[src/rtl/pipe_stage_reg.sv]
`default_nettype none
// ============================================================================
//  Module   : pipe_stage_reg
//  Purpose  : Elastic pipeline-stage register carrying a DATA_W-bit payload
//             under a valid/ready handshake. It has a synchronous flush, and
//             the control LSBs of out_data are forced to zero while the stage
//             is empty.
//  Options  : define PIPE_SKID_EN to build the two-entry skid buffer. That
//             build has a registered in_ready. Without it there is a single
//             entry and in_ready depends combinationally on out_ready.
//  Revision : 1.0  initial release
// ============================================================================
module pipe_stage_reg #(
  parameter int DATA_W = 105,
  parameter int CTRL_W = 4
) (
  input  logic              clk,
  input  logic              rst_n,
  input  logic              in_valid,
  output logic              in_ready,
  input  logic [DATA_W-1:0] in_data,
  input  logic              flush,
  output logic              out_valid,
  input  logic              out_ready,
  output logic [DATA_W-1:0] out_data,
  output logic [1:0]        occupancy
);

  logic              main_v_q, main_v_d;
  logic [DATA_W-1:0] main_q, main_d;
  logic              in_xfer;
  logic              out_xfer;

  assign in_xfer   = in_valid && in_ready;
  assign out_xfer  = main_v_q && out_ready;
  assign out_valid = main_v_q;

  // Present the main entry. Mask its control field whenever the stage holds a bubble.
  always_comb begin
    out_data = main_q;
    if (!main_v_q) begin
      out_data[CTRL_W-1:0] = '0;
    end
  end

`ifdef PIPE_SKID_EN
  logic              skid_v_q, skid_v_d;
  logic [DATA_W-1:0] skid_q, skid_d;

  // in_ready comes straight from a flop, so out_ready has no path to it.
  assign in_ready  = !skid_v_q;
  assign occupancy = {1'b0, main_v_q} + {1'b0, skid_v_q};

  // Next-state logic for EMPTY / ONE / FULL. The state is encoded by main_v and skid_v.
  always_comb begin
    main_v_d = main_v_q;
    main_d   = main_q;
    skid_v_d = skid_v_q;
    skid_d   = skid_q;
    if (flush) begin
      // Flush kills both entries. Payload flops keep their contents.
      main_v_d = 1'b0;
      skid_v_d = 1'b0;
    end else if (skid_v_q) begin
      // FULL: no input is possible, and draining promotes skid into main.
      if (out_xfer) begin
        main_d   = skid_q;
        skid_v_d = 1'b0;
      end
    end else if (main_v_q) begin
      // ONE state.
      if (in_xfer && out_xfer) begin
        main_d = in_data;
      end else if (in_xfer) begin
        skid_d   = in_data;
        skid_v_d = 1'b1;
      end else if (out_xfer) begin
        main_v_d = 1'b0;
      end
    end else if (in_xfer) begin
      // EMPTY state.
      main_d   = in_data;
      main_v_d = 1'b1;
    end
  end

  // Skid entry storage.
  always_ff @(posedge clk or negedge rst_n) begin
    if (!rst_n) begin
      skid_v_q <= 1'b0;
      skid_q   <= '0;
    end else begin
      skid_v_q <= skid_v_d;
      skid_q   <= skid_d;
    end
  end
`else
  // A single entry can take new data whenever its current entry leaves this cycle.
  assign in_ready  = !main_v_q || out_ready;
  assign occupancy = {1'b0, main_v_q};

  // Next-state logic for the single entry: load on input, and empty on output only.
  always_comb begin
    main_v_d = main_v_q;
    main_d   = main_q;
    if (flush) begin
      main_v_d = 1'b0;
    end else if (in_xfer) begin
      main_d   = in_data;
      main_v_d = 1'b1;
    end else if (out_xfer) begin
      main_v_d = 1'b0;
    end
  end
`endif

  // Main entry storage. Reset clears it, so out_data reads zero immediately.
  always_ff @(posedge clk or negedge rst_n) begin
    if (!rst_n) begin
      main_v_q <= 1'b0;
      main_q   <= '0;
    end else begin
      main_v_q <= main_v_d;
      main_q   <= main_d;
    end
  end

endmodule
`default_nettype wire
[config.mk]
export PLATFORM = sky130hd
export DESIGN_NAME = pipe_stage_reg
export DESIGN_NICKNAME = d
export VERILOG_FILES = /design/src/rtl/pipe_stage_reg.sv
export SDC_FILE = /design/constraint.sdc
export NUM_CORES = 1
export LEC_CHECK = 0
export CAP_MARGIN = 20
export CORE_MARGIN = 2
export CORE_UTILIZATION = 38
export CTS_CLUSTER_SIZE = 24
export DETAILED_ROUTE_END_ITERATION = 7
export GPL_TIMING_DRIVEN = 0
export PLACE_DENSITY = 0.78
export SKIP_CTS_REPAIR_TIMING = 1
export SYNTH_ARGS = -nofsm -noshare
export SYNTH_HDL_FRONTEND = slang
export SYNTH_SLANG_ARGS = --single-unit
[constraint.sdc]
create_clock -name clk -period 1.5 [get_ports clk]
set_input_delay 0.3 -clock clk [delete_from_list [all_inputs] [get_ports clk]]
set_output_delay 0.3 -clock clk [all_outputs]
set_load 0.005 [all_outputs]
Word level (Yosys, flattened, before mapping)
Cells that the tools add are included.
{"block": "word_totals", "ff_bits": 106, "in_bits": 110, "out_inout_bits": 109, "wordCells": 13}
{"block": "classes", "muxes": 4, "n_bitwise": 1, "n_reduce_logical": 6}
{"op": "4-bit two-way mux", "n": 1}
{"op": "1-bit two-way mux", "n": 3}
{"op": "3-bit nonzero test", "n": 1}
{"op": "1-bit logical AND", "n": 2}
{"op": "2-bit AND reduction", "n": 1}
{"op": "1-bit logical NOT", "n": 1}
{"op": "1-bit logical OR", "n": 1}
{"op": "1-bit inverter", "n": 1}

Depth between registers and ports, before layout
{"block": "depth", "word_depth": 5, "depth_mapped": 5, "depth_no_buf": 3}

Worst setup path before layout
OpenSTA, ideal clock, no wires.
{"block": "synth_path", "path_type": "register to register", "start": "register main_v_q (netlist: out_valid)", "end": "register main_q[45]", "t_arrival_ns": 1.484, "path_slack_ns": -0.112, "stages_incl_launch_ff": 6, "path_buffers": 2, "synth_period_minus_slack_ns": 1.612, "path_cell_list": "dfrtp_1 > nor2b_2 > nor3b_4 > buf_4 > buf_6 > mux2_1"}
{"block": "synth_between", "elab_chain_cells": 4}
{"element": "start, declared", "line_no": "29", "source": "logic main_v_q, main_v_d;"}
{"element": "start signal, assigned", "line_no": "123", "source": "main_v_q <= main_v_d;"}
{"element": "1-bit logical NOT", "line_no": "99", "source": "assign in_ready = !main_v_q || out_ready;"}
{"element": "1-bit logical OR", "line_no": "99"}
{"element": "1-bit logical AND", "line_no": "34", "source": "assign in_xfer = in_valid && in_ready;"}
{"element": "2-bit AND reduction (no source line)"}
{"element": "end signal, assigned", "line_no": "124", "source": "main_q <= main_d;"}
{"element": "end, declared", "line_no": "30", "source": "logic [DATA_W-1:0] main_q, main_d;"}
Every way passes these cells.
A chain may end at the register's enable or synchronous reset.

Worst setup path in the final report
{"block": "layout_path", "start": "register main_v_q (netlist: out_valid)", "end": "register main_q[77]"}
Same word-level chain as after synthesis.

==> impl_results.md <==
* Run status: finished with violations
* Failing checks: negative hold slack, negative setup slack
* Design internal power at 0.00675 W
* Nature of the critical path endpoint: flip-flop
* Netlist cell types at 12
* Top cells by area, synth: sky130_fd_sc_hd__dfrtp_1 56%, sky130_fd_sc_hd__buf_4 16%, sky130_fd_sc_hd__mux2_2 13%
* Top flip-flop cell by instance count after synthesis: sky130_fd_sc_hd__dfrtp_1
* Kind of critical path: reg -> reg
* Number of antenna violations at the first check in global routing at 0
* Synth cell count leaders: 106 x sky130_fd_sc_hd__dfrtp_1, 104 x sky130_fd_sc_hd__buf_4, 55 x sky130_fd_sc_hd__mux2_2, 50 x sky130_fd_sc_hd__mux2_1
* Setup violations, final at 105
* Peak supply drop at ~0.92 mV
* Flop pwr share at about 41%
* Total gr overflow at 0
* Total wire length after detailed routing at approximately 11 mm
* Average cell area after synthesis at about 14 µm²
* Top-area cell type share of the netlist area at a little under three fifths
* Global Route met1 Usage at 16.7%
* Cell Chain, Critical Path: nor2b_4 -> nor3b_4 -> buf_6 -> buf_12 -> buf_12 -> mux2_1
* Core Box Area at between 10000 and 15000 µm²
* Met3 global-route usage at 7.11%
* Proportion of layout cells with a drive suffix above 1 at a little over two fifths
* Initial DRC count at between 60 and 70
* Combinational power share at between 30% and 40%
* Cell at the root of the clock tree: sky130_fd_sc_hd__clkbuf_16
* Maximum level of the CTS H-tree at 3
* Post-route non-filler standard cell count at 754
* Number of core rows at 40
* Vias in the first global route at about 3300
* Gr usage total at between 10% and 20%
* Post-route total power at slightly below 0.009 W
* Width of the die at between 100 and 150 µm
* TritonCTS clock tree: done
* Count of endpoints failing hold in the final timing report at 44
* # DRC at 0
* Cell accounting for the most synthesized area: sky130_fd_sc_hd__dfrtp_1
* Final Wtd Congestion at ~0.72
* Post-Synthesis Cells at 335
* Net count reported at finish at between 600 and 700
* Leak at around 4.6 nW
* Syn nets at about 450
* Highest fanout seen on the critical path at 10
* Net Sw Frac at between 20% and 30%
* Layout-stage area growth over the synthesis result at 71.7%
* Final Cell Area at between 8000 and 9000 µm²
* Count of yosys warnings during synthesis at 0
* #FFs+latches synth at 106
* Transition time at the pin with the least slew margin at slightly below 0.6 ns
* Half-perimeter wire length after detailed placement at a little over 8 mm
* Number of flops mapped to enable cells by yosys at 0
* ANT nets after route at 0
* Number of antenna cells inserted at 0
* Critical path data arrival time at between 1.5 and 2 ns
* Post-placement cell count at 721
* Place WS at -0.731 ns
* Global-route wire length before repair at between 15 and 20 mm
* Count of vias placed by the detailed router at approximately 3200
* Iteration count of the initial detailed-routing pass at 4
* Largest stage delay on the critical path at ~0.45 ns
* Pin count of the biggest net entering global routing at 63
* Maximum count of clock buffers along a single path at 2
* Category of cells accounting for the largest share of critical-path delay: buffers and inverters
* Max Slew Vio Count at 0
* Clock Latency Late Sink at between 0.3 and 0.4 ns
* Most frequently used cell type in the post-synthesis netlist: sky130_fd_sc_hd__dfrtp_1
* Share of async-settable or async-resettable flops after synthesis at between 90% and 100%
* Fin crit period at 1.70 ns
* Met2 demand-to-capacity share in global routing at 26.8%
* Relative slew slack at 60.9%
* DP Area at 7180 µm²
* Max frequency at between 0.5 and 0.6 GHz
* Most prevalent standard cell on the critical path: sky130_fd_sc_hd__buf_12
* Clk slew on worst S/H paths at around 0.070 ns
* Most utilized layer in the global route result: met2
* Post-detailed-route via-to-cell ratio at 4.29
* Count of input and output buffers at between 200 and 250
* Die boundary height at around 120 µm
* Worst endpoint required time at approximately 1.7 ns
* Finished Core Util at ~68%
* Worst Hold Slack at -0.0435 ns
* Sequential area share after synthesis at 55.7%
* Total standard cell area after synthesis at about 4800 µm²
* Die ar. at about 13000 µm²
* Routed length per placed instance at 15.2 µm
* Clock tree sinks at roughly 110
* Part of the power in the clock network at about a quarter
* Cts bufs inserted at 9
* Post-route setup slack at -0.201 ns
* Slowest cell on the critical path: sky130_fd_sc_hd__dfrtp_2
* Classification of the worst-slack hold path: in -> async
* Number of fill cells in the layout at 846
* Starting utilization of the core area at approximately 39%
* Pwr per Cell Area at ~1100 nW/µm²
* Worst Path Buf+Inv at 3
* Switching power summed over all nets at 0.00196 W
* Clock Skew at 0.00576 ns
* Final period utilization at 113%
* I/O pins at 219
* Startpoint types: flip-flop
* RSZ-0062 raised after global routing: yes
* Count of max-cap constraint violations at 0
[metrics by stage]
step                      hold slack (ns)  TNS, ns
after CTS                         -0.0309   -54.77
after floorplan                   0.00441    -4.21
after global placement              0.469  -478.22
final                             -0.0435   -15.74
after detailed placement            0.347   -71.75
after global routing              0.00272   -20.87
[state kept, by name (all words and copies together), names as in the netlist]
register and count:
main_q 105, out_valid 1
[cell usage in the layout, fill, tap and decap left out]
master,Yosys,routed
sky130_fd_sc_hd__nor2_1,2,2
sky130_fd_sc_hd__clkinvlp_4,0,1
sky130_fd_sc_hd__buf_2,5,1
sky130_fd_sc_hd__nor3b_4,1,1
sky130_fd_sc_hd__buf_12,0,7
sky130_fd_sc_hd__mux2_1,50,9
sky130_fd_sc_hd__clkdlybuf4s50_1,0,108
sky130_fd_sc_hd__dlymetal6s2s_1,0,108
sky130_fd_sc_hd__mux2_2,55,50
sky130_fd_sc_hd__dfrtp_1,106,105
sky130_fd_sc_hd__buf_16,0,1
sky130_fd_sc_hd__buf_6,5,6
sky130_fd_sc_hd__buf_4,104,116
sky130_fd_sc_hd__dfrtp_2,0,1
sky130_fd_sc_hd__and2_1,4,4
sky130_fd_sc_hd__clkbuf_8,0,1
sky130_fd_sc_hd__conb_1,1,1
sky130_fd_sc_hd__nor2b_4,0,1
sky130_fd_sc_hd__inv_1,1,1
sky130_fd_sc_hd__clkbuf_1,0,3
sky130_fd_sc_hd__bufinv_16,0,1
sky130_fd_sc_hd__mux2_4,0,46
sky130_fd_sc_hd__clkbuf_16,0,11
sky130_fd_sc_hd__clkbuf_4,0,1
[final cells by class]
| type | instances | area, µm² | area share, % |
|---|---|---|---|
| buffer | 114 | 940 | 11.5 |
| clock buffer | 13 | 250 | 3.06 |
| clock inverter | 2 | 37.5 | 0.459 |
| inverter | 1 | 3.75 | 0.0459 |
| multi-input combinational | 114 | 1420 | 17.4 |
| sequential | 106 | 2650 | 32.4 |
| tap | 168 | 210 | 2.57 |
| timing repair buffer | 236 | 2660 | 32.5 |
[routing by layer]
layer / wire length [µm] / part of all wire, % / up-vias
met5: 0 / 0 / -
met4: 327 / 2.9 / 0
met3: 1180 / 10 / 19
li1: - / - / 1505
met1: 4350 / 38 / 1565
met2: 5600 / 49 / 148
[cells by family (layout without fill, tap and decap cells)]
family / after synthesis / count (layout) / share of synthesized area (%)
buffers and inverters: 115 / 366 / 18.2
DFF: 106 / 106 / 55.7
muxes: 105 / 105 / 24.8
and+or+nand+nor: 8 / 8 / 1.26
other: 1 / 1 / 0.0787
[worst paths after layout]
kind	from	endpoint	slack (ns)	cells after the start
setup reg to reg	out_valid	main_q[77]	-0.20	6
setup / recovery	out_valid	main_q[77]	-0.20	6
hold reg to reg	main_q[77]	main_q[77]	0.49	1
max in group asynchronous	rst_n	out_valid	0.84	2
min in group clk	main_q[77]	main_q[77]	0.49	1
hold / removal	rst_n	main_q[96]	-0.04	1
[power by group through the flow]
stage	combinational, W	clock [W]	sequential, W
after floorplan	0.00122	0	0.00356
after global placement	0.00260	0	0.00361
after detailed placement	0.00266	0	0.00364
after CTS	0.00267	0.00240	0.00359
after global routing	0.00300	0.00252	0.00367
final	0.00280	0.00232	0.00360
Power figures use the tool's default switching activity.
